==> src/rtl/sad_pkg.sv <==
// Shared definitions for the SAD buffer decode and responder logic:
// fill-state encodings, default geometry and the buffer-related opcodes.
package sad_pkg;

  localparam int SAD_ROWS_DEFAULT = 4;

  typedef enum logic [1:0] {
    FILL_EMPTY   = 2'd0,
    FILL_PARTIAL = 2'd1,
    FILL_FULL    = 2'd2,
    FILL_UNUSED  = 2'd3
  } fill_state_e;

  // Opcodes shared with the ID-stage decoder
  localparam logic [5:0] SAD_A = 6'h2A;
  localparam logic [5:0] SAD_B = 6'h2B;
  localparam logic [5:0] LBUFA = 6'h2C;
  localparam logic [5:0] LBUFB = 6'h2D;

endpackage

==> src/rtl/sad_row_buffer.sv <==
// One ROWS x 32-bit buffer with per-row valid flags.
// Handles load, shift-up and clear, with priority clear > shift > load.
module sad_row_buffer
  import sad_pkg::*;
#(
  parameter int ROWS  = SAD_ROWS_DEFAULT,
  parameter int IDX_W = $clog2(ROWS)
) (
  input  logic                 clk,
  input  logic                 rst_n,
  input  logic                 load,
  input  logic                 shift,
  input  logic                 clear,
  input  logic [IDX_W-1:0]     row_idx,
  input  logic [31:0]          wr_data,
  output logic [32*ROWS-1:0]   data_flat,
  output logic [ROWS-1:0]      valid_next
);

  logic [ROWS-1:0][31:0] data_q, data_d;
  logic [ROWS-1:0]       valid_q, valid_upd;

  // Data write and flag update; a colliding load is dropped in favour of the shift
  always_comb begin
    data_d    = data_q;
    valid_upd = valid_q;
    if (shift) begin
      for (int r = 0; r < ROWS - 1; r++) begin
        data_d[r]    = data_q[r+1];
        valid_upd[r] = valid_q[r+1];
      end
      data_d[ROWS-1]    = wr_data;
      valid_upd[ROWS-1] = 1'b1;
    end else if (load) begin
      data_d[row_idx]    = wr_data;
      valid_upd[row_idx] = 1'b1;
    end else begin
      data_d    = data_q;
      valid_upd = valid_q;
    end
  end

  // Clear only drops the flags; the data write above still lands
  always_comb begin
    valid_next = valid_upd;
    if (clear) begin
      valid_next = '0;
    end else begin
      valid_next = valid_upd;
    end
  end

  // Buffer storage
  always_ff @(posedge clk or negedge rst_n) begin
    if (!rst_n) begin
      data_q  <= '0;
      valid_q <= '0;
    end else begin
      data_q  <= data_d;
      valid_q <= valid_next;
    end
  end

  assign data_flat = data_q;

endmodule

==> src/rtl/sad_buffer_filler.sv <==
// SAD buffer responder: two row buffers, fill FSM, all-valid flag and protocol error.
// Optional macro SAD_BUF_FILL_CNT_EN adds the fill_cycles PARTIAL-time counter.
module sad_buffer_filler
  import sad_pkg::*;
#(
  parameter int ROWS  = SAD_ROWS_DEFAULT,
  parameter int IDX_W = $clog2(ROWS)
) (
  input  logic               Clk,
  input  logic               Rst_n,
  input  logic               load_buff_a,
  input  logic               load_buff_b,
  input  logic               window_shift,
  input  logic               frame_shift,
  input  logic [IDX_W-1:0]   row_idx,
  input  logic [31:0]        mem_data,
  input  logic               buf_clear,
  output logic               all_buf_flags,
  output logic [32*ROWS-1:0] buf_a,
  output logic [32*ROWS-1:0] buf_b,
  output logic [1:0]         state,
  output logic               proto_err
`ifdef SAD_BUF_FILL_CNT_EN
  ,
  output logic [15:0]        fill_cycles
`endif
);

  logic [ROWS-1:0] valid_a_next, valid_b_next;
  fill_state_e     state_q, state_d;
  logic            all_flags_q, all_flags_d;
  logic            proto_err_q, proto_err_d;
  logic            flags_all_s, flags_any_s;

  sad_row_buffer #(.ROWS(ROWS), .IDX_W(IDX_W)) u_buf_a (
    .clk        (Clk),
    .rst_n      (Rst_n),
    .load       (load_buff_a),
    .shift      (window_shift),
    .clear      (buf_clear),
    .row_idx    (row_idx),
    .wr_data    (mem_data),
    .data_flat  (buf_a),
    .valid_next (valid_a_next)
  );

  sad_row_buffer #(.ROWS(ROWS), .IDX_W(IDX_W)) u_buf_b (
    .clk        (Clk),
    .rst_n      (Rst_n),
    .load       (load_buff_b),
    .shift      (frame_shift),
    .clear      (buf_clear),
    .row_idx    (row_idx),
    .wr_data    (mem_data),
    .data_flat  (buf_b),
    .valid_next (valid_b_next)
  );

  // Fill FSM, all-valid flag and sticky protocol error, all from next-state flags
  always_comb begin
    flags_all_s = (&valid_a_next) & (&valid_b_next);
    flags_any_s = (|valid_a_next) | (|valid_b_next);
    all_flags_d = flags_all_s;
    proto_err_d = proto_err_q | (load_buff_a & window_shift) | (load_buff_b & frame_shift);
    state_d     = FILL_EMPTY;
    case (state_q)
      FILL_EMPTY, FILL_PARTIAL, FILL_FULL: begin
        if (buf_clear) begin
          state_d = FILL_EMPTY;
        end else if (flags_all_s) begin
          state_d = FILL_FULL;
        end else if (flags_any_s) begin
          state_d = FILL_PARTIAL;
        end else begin
          state_d = FILL_EMPTY;
        end
      end
      default: state_d = FILL_EMPTY;
    endcase
  end

  // Control registers
  always_ff @(posedge Clk or negedge Rst_n) begin
    if (!Rst_n) begin
      state_q     <= FILL_EMPTY;
      all_flags_q <= 1'b0;
      proto_err_q <= 1'b0;
    end else begin
      state_q     <= state_d;
      all_flags_q <= all_flags_d;
      proto_err_q <= proto_err_d;
    end
  end

  assign state         = state_q;
  assign all_buf_flags = all_flags_q;
  assign proto_err     = proto_err_q;

`ifdef SAD_BUF_FILL_CNT_EN
  logic [15:0] fill_cycles_q, fill_cycles_d;

  // Saturating PARTIAL-time counter, restarted on each EMPTY to PARTIAL entry
  always_comb begin
    fill_cycles_d = fill_cycles_q;
    if ((state_q == FILL_EMPTY) && (state_d == FILL_PARTIAL)) begin
      fill_cycles_d = 16'd0;
    end else if ((state_q == FILL_PARTIAL) && (fill_cycles_q != 16'hFFFF)) begin
      fill_cycles_d = fill_cycles_q + 16'd1;
    end else begin
      fill_cycles_d = fill_cycles_q;
    end
  end

  // Counter register
  always_ff @(posedge Clk or negedge Rst_n) begin
    if (!Rst_n) begin
      fill_cycles_q <= 16'd0;
    end else begin
      fill_cycles_q <= fill_cycles_d;
    end
  end

  assign fill_cycles = fill_cycles_q;
`endif

endmodule

==> config.mk <==
export PLATFORM = sky130hd
export DESIGN_NAME = sad_buffer_filler
export DESIGN_NICKNAME = d
export VERILOG_FILES = /design/src/rtl/sad_pkg.sv /design/src/rtl/sad_row_buffer.sv /design/src/rtl/sad_buffer_filler.sv
export SDC_FILE = /design/constraint.sdc
export NUM_CORES = 1
export LEC_CHECK = 0
export CAP_MARGIN = 20
export CELL_PAD_IN_SITES_DETAIL_PLACEMENT = 0
export CELL_PAD_IN_SITES_GLOBAL_PLACEMENT = 1
export CORE_ASPECT_RATIO = 0.9
export CORE_MARGIN = 8
export CORE_UTILIZATION = 40
export CTS_CLUSTER_DIAMETER = 80
export DETAILED_ROUTE_END_ITERATION = 10
export DONT_BUFFER_PORTS = 1
export PLACE_DENSITY_LB_ADDON = 0.1
export SLEW_MARGIN = 10
export SYNTH_ARGS = -nofsm -noshare
export SYNTH_HDL_FRONTEND = slang
export SYNTH_SLANG_ARGS = --single-unit
==> constraint.sdc <==
create_clock -name Clk -period 1.35 [get_ports Clk]
set_clock_uncertainty 0.1 [all_clocks]
set_input_delay 0.135 -clock Clk [delete_from_list [all_inputs] [get_ports Clk]]
set_output_delay 0.135 -clock Clk [all_outputs]
set_load 0.02 [all_outputs]
# == Word level (Yosys, flattened, before mapping) ==
# Cells that the tools add are included.
# word_totals
reg_bits,268
inputBits,41
out_inout_bits,260
elab_cells,54
# classes
magnitude_cmp,2
eq_ne,2
n_mux,20
bitwise,8
n_reduce_logical,9
# op_table
op,n
two-way mux 128 bit,4
bitwise mux 128 bit,2
demux 32 bit (select 2 bit),1
two-way mux 32 bit,1
two-way mux 4 bit,6
bitwise OR 4 bit,2
AND reduction 4 bit,2
OR reduction 4 bit,2
two-way mux 2 bit,3
nonzero test 2 bit,2
bitwise AND 1 bit,3
"< comparator 2 x 3 -> 1 bit, second input constant",1
bitwise OR 1 bit,3
OR reduction 3 bit,1
demux 1 bit (select 2 bit),1
"equality test 2 x 1 -> 1 bit, second input constant",1
"equality test 2 bit, second input constant",1
">= comparator 2 x 1 -> 1 bit, second input constant",1
logical NOT 2 bit,1
two-way mux 1 bit,2
logical AND 1 bit,1

# == Depth between registers and ports, before layout ==
# Gate-level depths: netlist (run 1).
# depth
word_depth,14
depth_mapped,7

# == Hierarchy ==
# From an unflattened synthesis (run 1), not the netlist that was laid out.
# hier_totals
hier_cells,1237
area_unflattened_um2,12522.0
# by_module_without_submodules
module,n_inst,cells_each,area_per_inst_um2,seq_area_each_um2
sad_row_buffer at u_buf_b,1,612,6218.5,3303.2
sad_row_buffer at u_buf_a,1,612,6135.9,3303.2
sad_buffer_filler,1,13,167.7,100.1

# == Worst setup path after synthesis (run 1) ==
# OpenSTA, ideal clock, no wires.
# synth_path
path_kind,input port to flip-flop
startpoint,input port row_idx[0]
endpoint,register state_q[0] (netlist: state[0])
arrival_ns,1.255
setup_slack_ns,-0.130
cell_stages,7
path_buffers,2
cell_sequence,buf_2 nor3b_1 buf_2 o311a_1 nor4_1 and3_1 a211oi_1
# synth_via
elab_chain_cells,14
# synth_lines
element,line_no,source
from (decl),sad_buffer_filler.sv:15,"input logic [IDX_W-1:0] row_idx,"
< comparator 2 x 3 -> 1 bit (not written as such) / >= comparator 2 x 1 -> 1 bit (equally long branches),sad_row_buffer.sv:36,valid_upd[row_idx] = 1'b1;
logical AND 1 bit (not written as such),sad_row_buffer.sv:36,
two-way mux 1 bit (not written as such),sad_row_buffer.sv:36,
demux 1 bit (select 2 bit) (*),n/a,
bitwise OR 4 bit (no line) (*),n/a,
two-way mux 4 bit (*),sad_row_buffer.sv:34,end else if (load) begin
two-way mux 4 bit (*),sad_row_buffer.sv:27,if (shift) begin
two-way mux 4 bit (*),sad_row_buffer.sv:46,if (clear) begin
via u_buf_b.valid_next[0],sad_row_buffer.sv:17,output logic [ROWS-1:0] valid_next
OR reduction 4 bit,sad_buffer_filler.sv:62,flags_any_s = (|valid_a_next) | (|valid_b_next);
bitwise OR 1 bit,sad_buffer_filler.sv:62,
two-way mux 1 bit,sad_buffer_filler.sv:72,end else if (flags_any_s) begin
two-way mux 2 bit (*),sad_buffer_filler.sv:70,end else if (flags_all_s) begin
two-way mux 2 bit (*),sad_buffer_filler.sv:68,if (buf_clear) begin
two-way mux 2 bit (*),sad_buffer_filler.sv:66,case (state_q)
via state_d[0],sad_buffer_filler.sv:30,"fill_state_e state_q, state_d;"
to (signal assigned),sad_buffer_filler.sv:89,state_q <= state_d;
to (decl),sad_buffer_filler.sv:30,
# The timed path passes the listed nets; every way through them passes the cells marked *.
# A chain may end at the register's enable or synchronous reset.

# == Final worst setup path (run 1) ==
# layout_path
startpoint,register u_buf_b.valid_q[0]
endpoint,register state_q[0] (netlist: state[0])
# layout_via
elab_chain_cells,10
# layout_lines
element,line_no,source
from (decl),sad_row_buffer.sv:21,"logic [ROWS-1:0] valid_q, valid_upd;"
from (signal assigned),sad_row_buffer.sv:60,valid_q <= valid_next;
bitwise OR 4 bit (no line),n/a,
two-way mux 4 bit (*),sad_row_buffer.sv:34,
two-way mux 4 bit (*),sad_row_buffer.sv:27,
two-way mux 4 bit (*),sad_row_buffer.sv:46,
via u_buf_b.valid_next[0],sad_row_buffer.sv:17,
OR reduction 4 bit,sad_buffer_filler.sv:62,
bitwise OR 1 bit,sad_buffer_filler.sv:62,
two-way mux 1 bit,sad_buffer_filler.sv:72,
two-way mux 2 bit (*),sad_buffer_filler.sv:70,
two-way mux 2 bit (*),sad_buffer_filler.sv:68,
two-way mux 2 bit (*),sad_buffer_filler.sv:66,
via state_d[0],sad_buffer_filler.sv:30,
# Marked as above.

==> impl_metrics.ini, run 1 <==
[status]
status = finished with violations
violations = hold timing, setup timing

[yosys]
synth.most_common_cell = dfrtp_1
synth-edff-count = 0
synth_area_um2 = 11700
synth_common_cells = dfrtp_1, nand2_1, mux2i_1
ys_seq_area_share_pct = 57.4
synthCells = 1035
synth_flop_cell = dfrtp_1
syn_avg_cell_area_um2 = 11.3
yosysWarnings = 0
yosys.area.top_type = dfrtp_1
synth_top_area_share_pct = 57.4
yosysUniqueCellTypes = 31
synthTopCellsByArea = dfrtp_1, mux2i_1, o21ai_1, nand2_1, mux2_1
synth_seq_cells = 268
synth_nets = 1076
synth_async_sr_flop_share_pct = 100

[finish]
areaGrowthSynthToFinish_pct = 16.4
fillers = 2677
utilization_pct = 47.1
insertedDiodeCount = 0
fin_nets = 1102
final_cell_area_um2 = 13600
finalNonFillerCells = 1476
layout-drive-gt1-share_pct = 9.17

[critical_path]
slowest_delay_ns = 0.38
cp_max_fo = 3
critPathBufInv = 0
crit_family = compound AO/OA/AOI/OAI gates
criticalPathCategory = register to register
crit_chain = o311a_1, nor4_2, and3_1, a211oi_1
critPathRequiredTime_ns = 1.67
end_kind = register
crit_arrival_ns = 1.81
critPathSlowestCell = o311a_1
cp-start-kind = register
r2r_slack_ns = -0.14

[clocking]
cts_buffers = 30
cts_buffer_depth = 3
clk_pin_slew_ns = 0.06
numClockSinks = 268
clk_latency_ns = 0.54
cts.root.buffer_cell = clkbuf_16
cts_tree = done
cts-htree-levels = 1

[global_route]
antenna_found_initial = 0
grt_pass1_wl_um = 51700
first_global_vias = 7521
track_usage_pct = 18.9
grt_overflow = 0
grt_max_degree = 269

[floorplanning]
die_w_um = 196
die-area_um2 = 35000
num_io_pins = 301
core_area_um2 = 28900
placementRows = 59
die_h_um = 178
start_util_pct = 40.5

[timing]
period_share_pct = 110
finalWorstSetupSlack_ns = -0.136
slew_headroom_pct = 61.0
setup_viol = 2
fin_hold_ws_ns = -0.809
timing.fmax_ghz = 0.673
rsz0062_at_grt = yes
tightest_slew_ns = 0.583
fin_tns_setup_ns = -0.174
slew_violations = 0
final-hold-violation-count = 468
finalCriticalPeriod_ns = 1.49

[placed_design]
dp_cells = 1385
postPlaceCellArea_um2 = 12200
gp_congestion = 0.718
port-buffer-count = 0
dp_slack_ns = -0.0884
hpwl_um = 22200

[min_path]
hp-class = input pin to async pin

[detailed_routing]
wire_per_inst_um = 23.1
via_count = 7794
drt_iter0_drc = 411
first_pass_iters = 5
wl_um = 34100
drc = 0
via_per_inst = 5.28
ant_nets = 0

[pwr]
leakagePower_nw = 6.42
peakVddDrop_uv = 895
power_density_nw_per_um2 = 1560

[run]
maxCapViolCount = 0
## routing by layer
layer  up-vias  share of wire, %  GRT usage (%)
met5         -                 0              0
met1      3868                43           24.7
met3        40               9.0           7.09
met2       223                46           30.0
met4         0               2.0           3.76
li1       3663                 -              -
## flip-flops by register name (all words and copies together) (netlist names)
signal             count
u_buf_b.data_flat    128
proto_err              1
u_buf_a.data_flat    128
state                  2
u_buf_a.valid_q        4
u_buf_b.valid_q        4
all_buf_flags          1
## cell usage in the layout (no fill, tap or decap), types with 2 or more instances in the layout
master           n
mux2_2           4
clkbuf_1        12
buf_4           16
o21ai_0         11
and2_1           2
nor3b_2          2
buf_12           8
o21ai_1        183
clkbuf_16       31
dlygate4sd3_1   38
nand3b_1         3
nand2b_1         3
inv_1            5
nor2_1           8
a31oi_4          2
buf_6            7
clkbuf_8         7
mux2i_1        192
dfrtp_1        255
dfrtp_2         13
mux2_1          60
a21oi_1          2
o311a_1          2
nand2_1        195
## power breakdown
part / internal (W) / switching [W] / total [W] / leakage (nW)
Combinational: 0.00104 / 0.000996 / 0.00204 / 2.70
Sequential: 0.00908 / 0.00243 / 0.0115 / 3.27
Clock: 0.00455 / 0.00317 / 0.00772 / 0.450
## timing repair
| action | in CTS | in global routing |
|---|---|---|
| setup buffers | 1 | 0 |
| setup endpoints to repair | 15 | 14 |
| pin swaps | 4 | 5 |
| hold buffers | 38 | 1 |
| gates resized for setup | 13 | 15 |
| endpoints found under the hold margin | 536 | 468 |
## final timing paths
check,from,endpoint,cells after the start
worst max-delay path,u_buf_b.valid_q[0]$_DFF_PN0_,state[0]$_DFF_PN0_,4
worst min-delay path,Rst_n,u_buf_a.data_flat[2]$_DFFE_PN0P_,0
worst max register to register,u_buf_b.valid_q[0]$_DFF_PN0_,state[0]$_DFF_PN0_,4
worst min register to register,u_buf_a.data_flat[114]$_DFFE_PN0P_,u_buf_a.data_flat[114]$_DFFE_PN0P_,1
max in group asynchronous,Rst_n,u_buf_b.data_flat[61]$_DFFE_PN0P_,0
min in group Clk,frame_shift,u_buf_b.data_flat[95]$_DFFE_PN0P_,1
## worst reg2reg max path: cells and delay by family (launching register included)
family / cells / cell delay (ns)
AOI/OAI and AO/OA: 2 / 0.45
DFF: 1 / 0.37
and+or+nand+nor: 2 / 0.45
## layout make-up
class	count	area, um^2	area share [%]
multi-input cells	685	4690	34.5
flip-flops and latches	268	6720	49.4
clock buffers	50	917	6.74
inverters	6	22.5	0.165
well taps	396	495	3.64
repair buffers	70	752	5.53
clock inverters	1	5.00	0.0368
## cells by family (layout without fill, tap and decap cells)
kind of cell / Yosys count / count (layout) / share of synthesized area [%]
DFF: 268 / 268 / 57.4
buffers and inverters: 82 / 127 / 2.95
muxes: 256 / 256 / 22.6
AOI/OAI and AO/OA: 210 / 210 / 9.57
and+or+nand+nor: 219 / 219 / 7.48
## stage by stage
step | hold WS (ns) | power, W
2_1_floorplan | -0.261 | 0.0128
3_3_place_gp | -0.252 | 0.0134
3_5_place_dp | -0.252 | 0.0135
4_1_cts | -0.837 | 0.0216
5_1_grt | -0.834 | 0.0223
6_report | -0.809 | 0.0213
No activity file was read; power rests on OpenSTA's default activity.
==> run 2: changes to the inputs <==
GPL_TIMING_DRIVEN = 0   (was default)
==> impl_metrics.ini, run 2 (synthesis results as in run 1) <==
[status]
status = finished with violations
violations = hold timing, setup timing

[finish]
finalNonFillerCells = 1529
final_cell_area_um2 = 13800
final_cell_mix = dfrtp_1, nand2_1, mux2i_1, o21ai_1, mux2_1
layout-drive-gt1-share_pct = 11.7
insertedDiodeCount = 0
areaGrowthSynthToFinish_pct = 17.9
fin_nets = 1150
final_common_cell = dfrtp_1

[placed_design]
port-buffer-count = 0
gp_congestion = 0.789
dp_cells = 1431
dp_slack_ns = -0.913
hpwl_um = 27900
postPlaceCellArea_um2 = 12200

[pwr]
leakagePower_nw = 6.53
peakVddDrop_uv = 942
power_density_nw_per_um2 = 1630

[detailed_routing]
ant_nets = 0
via_count = 8249
wire_per_inst_um = 26.6
drc = 0
via_per_inst = 5.40
first_pass_iters = 5
drt_iter0_drc = 519
wl_um = 40600

[floorplanning]
die-area_um2 = 35000
num_io_pins = 301
die_w_um = 196
start_util_pct = 40.5
core_area_um2 = 28900
placementRows = 59
die_h_um = 178

[clocking]
clk_latency_ns = 0.55
cts.root.buffer_cell = clkbuf_16
clk_pin_slew_ns = 0.06
cts_buffer_depth = 3
cts_tree = done
cts_buffers = 30
numClockSinks = 268
cts-htree-levels = 1
cts_hold_buf = 40

[global_route]
grt_overflow = 0
antenna_found_initial = 0
track_usage_pct = 22.7
grt_pass1_wl_um = 59800
first_global_vias = 8233
grt_max_degree = 269

[timing]
finalWorstSetupSlack_ns = -0.108
tightest_slew_ns = 0.910
slew_violations = 0
period_share_pct = 108
finalCriticalPeriod_ns = 1.46
timing.fmax_ghz = 0.686
rsz0062_at_grt = yes
slew_headroom_pct = 39.3
fin_tns_setup_ns = -0.286
setup_viol = 3
fin_hold_ws_ns = -0.820
final-hold-violation-count = 279

[critical_path]
worstReg2RegStart = u_buf_a.valid_q[1]$_DFF_PN0_
crit_arrival_ns = 1.79
r2r-end = state[0]$_DFF_PN0_
criticalPathCategory = input pin to register
reg2regPathDepth = 5
cp-start-kind = input pin
cp_max_fo = 4
r2r_slack_ns = -0.10
end_kind = register
critPathRequiredTime_ns = 1.68

[run]
maxCapViolCount = 0

[min_path]
hp-class = input pin to async pin
run 2: cell count changes in the layout (fill, tap and decap cells not counted), sizes merged:
cell,previous run,this run
buf,31,32
bufinv,0,2
clkbuf,50,95
clkinv,1,4
clkinvlp,0,1
dlygate4sd3,38,39
run 2: critical path, cell delays in order:
cell	delay (ns)
clkbuf_1	0.20
dlygate4sd3_1	0.70
inv_1	0.08
o311a_1	0.15
nor4_2	0.25
and3_1	0.21
a211oi_2	0.07
run 2: routing by layer:
layer	vias to the layer above	share of wire [%]	track usage [%]	wire length, um
met1	4156	44	30.9	17700
met4	0	1.8	4.35	735
li1	3747	-	-	-
met2	297	45	35.2	18400
met5	-	0	0	0
met3	49	9.4	7.47	3800
run 2: stage by stage:
step | total power [W] | utilization, %
6_report | 0.0225 | 47.7
5_1_grt | 0.0234 | 47.7
4_1_cts | 0.0227 | 47.6
3_5_place_dp | 0.0138 | 42.3
3_3_place_gp | 0.0137 | 42.3
2_1_floorplan | 0.0128 | -
run 2: timing repair:
action | 4_1_cts | 5_1_grt
endpoints found under the hold margin | 534 | 279
resized for setup | 25 | 24
pin swaps | 1 | 10
endpoints found under the setup margin | 123 | 53
buffers inserted | 1 | 1
run 2: cell type report:
cell class	instances	area, um^2
multi-input combinational	685	4680
sequential	268	6730
buffer	76	370
tap	396	495
fill	2660	15100
clock inverter	7	87.6
timing repair buffer	42	418
inverter	6	22.5
clock buffer	49	973
run 2: worst max-delay path by stage:
stage / start / to / slack, ns / depth (start not counted)
final: buf_clear / state[0]$_DFF_PN0_ / -0.11 / 7
after global routing: u_buf_a.valid_q[1]$_DFF_PN0_ / state[0]$_DFF_PN0_ / -0.18 / 5
after CTS: u_buf_b.valid_q[0]$_DFF_PN0_ / state[0]$_DFF_PN0_ / -0.12 / 4
after floorplan: row_idx[0] / u_buf_a.data_flat[100]$_DFFE_PN0P_ / -0.06 / 4
after global placement: window_shift / u_buf_a.data_flat[51]$_DFFE_PN0P_ / -0.99 / 5
after detailed placement: window_shift / u_buf_a.data_flat[81]$_DFFE_PN0P_ / -0.91 / 5
run 2: where the power goes:
group          total (W)  switching (W)  internal, W
registers         0.0116        0.00250      0.00908
clock network    0.00863        0.00336      0.00527
logic            0.00226        0.00126      0.00101
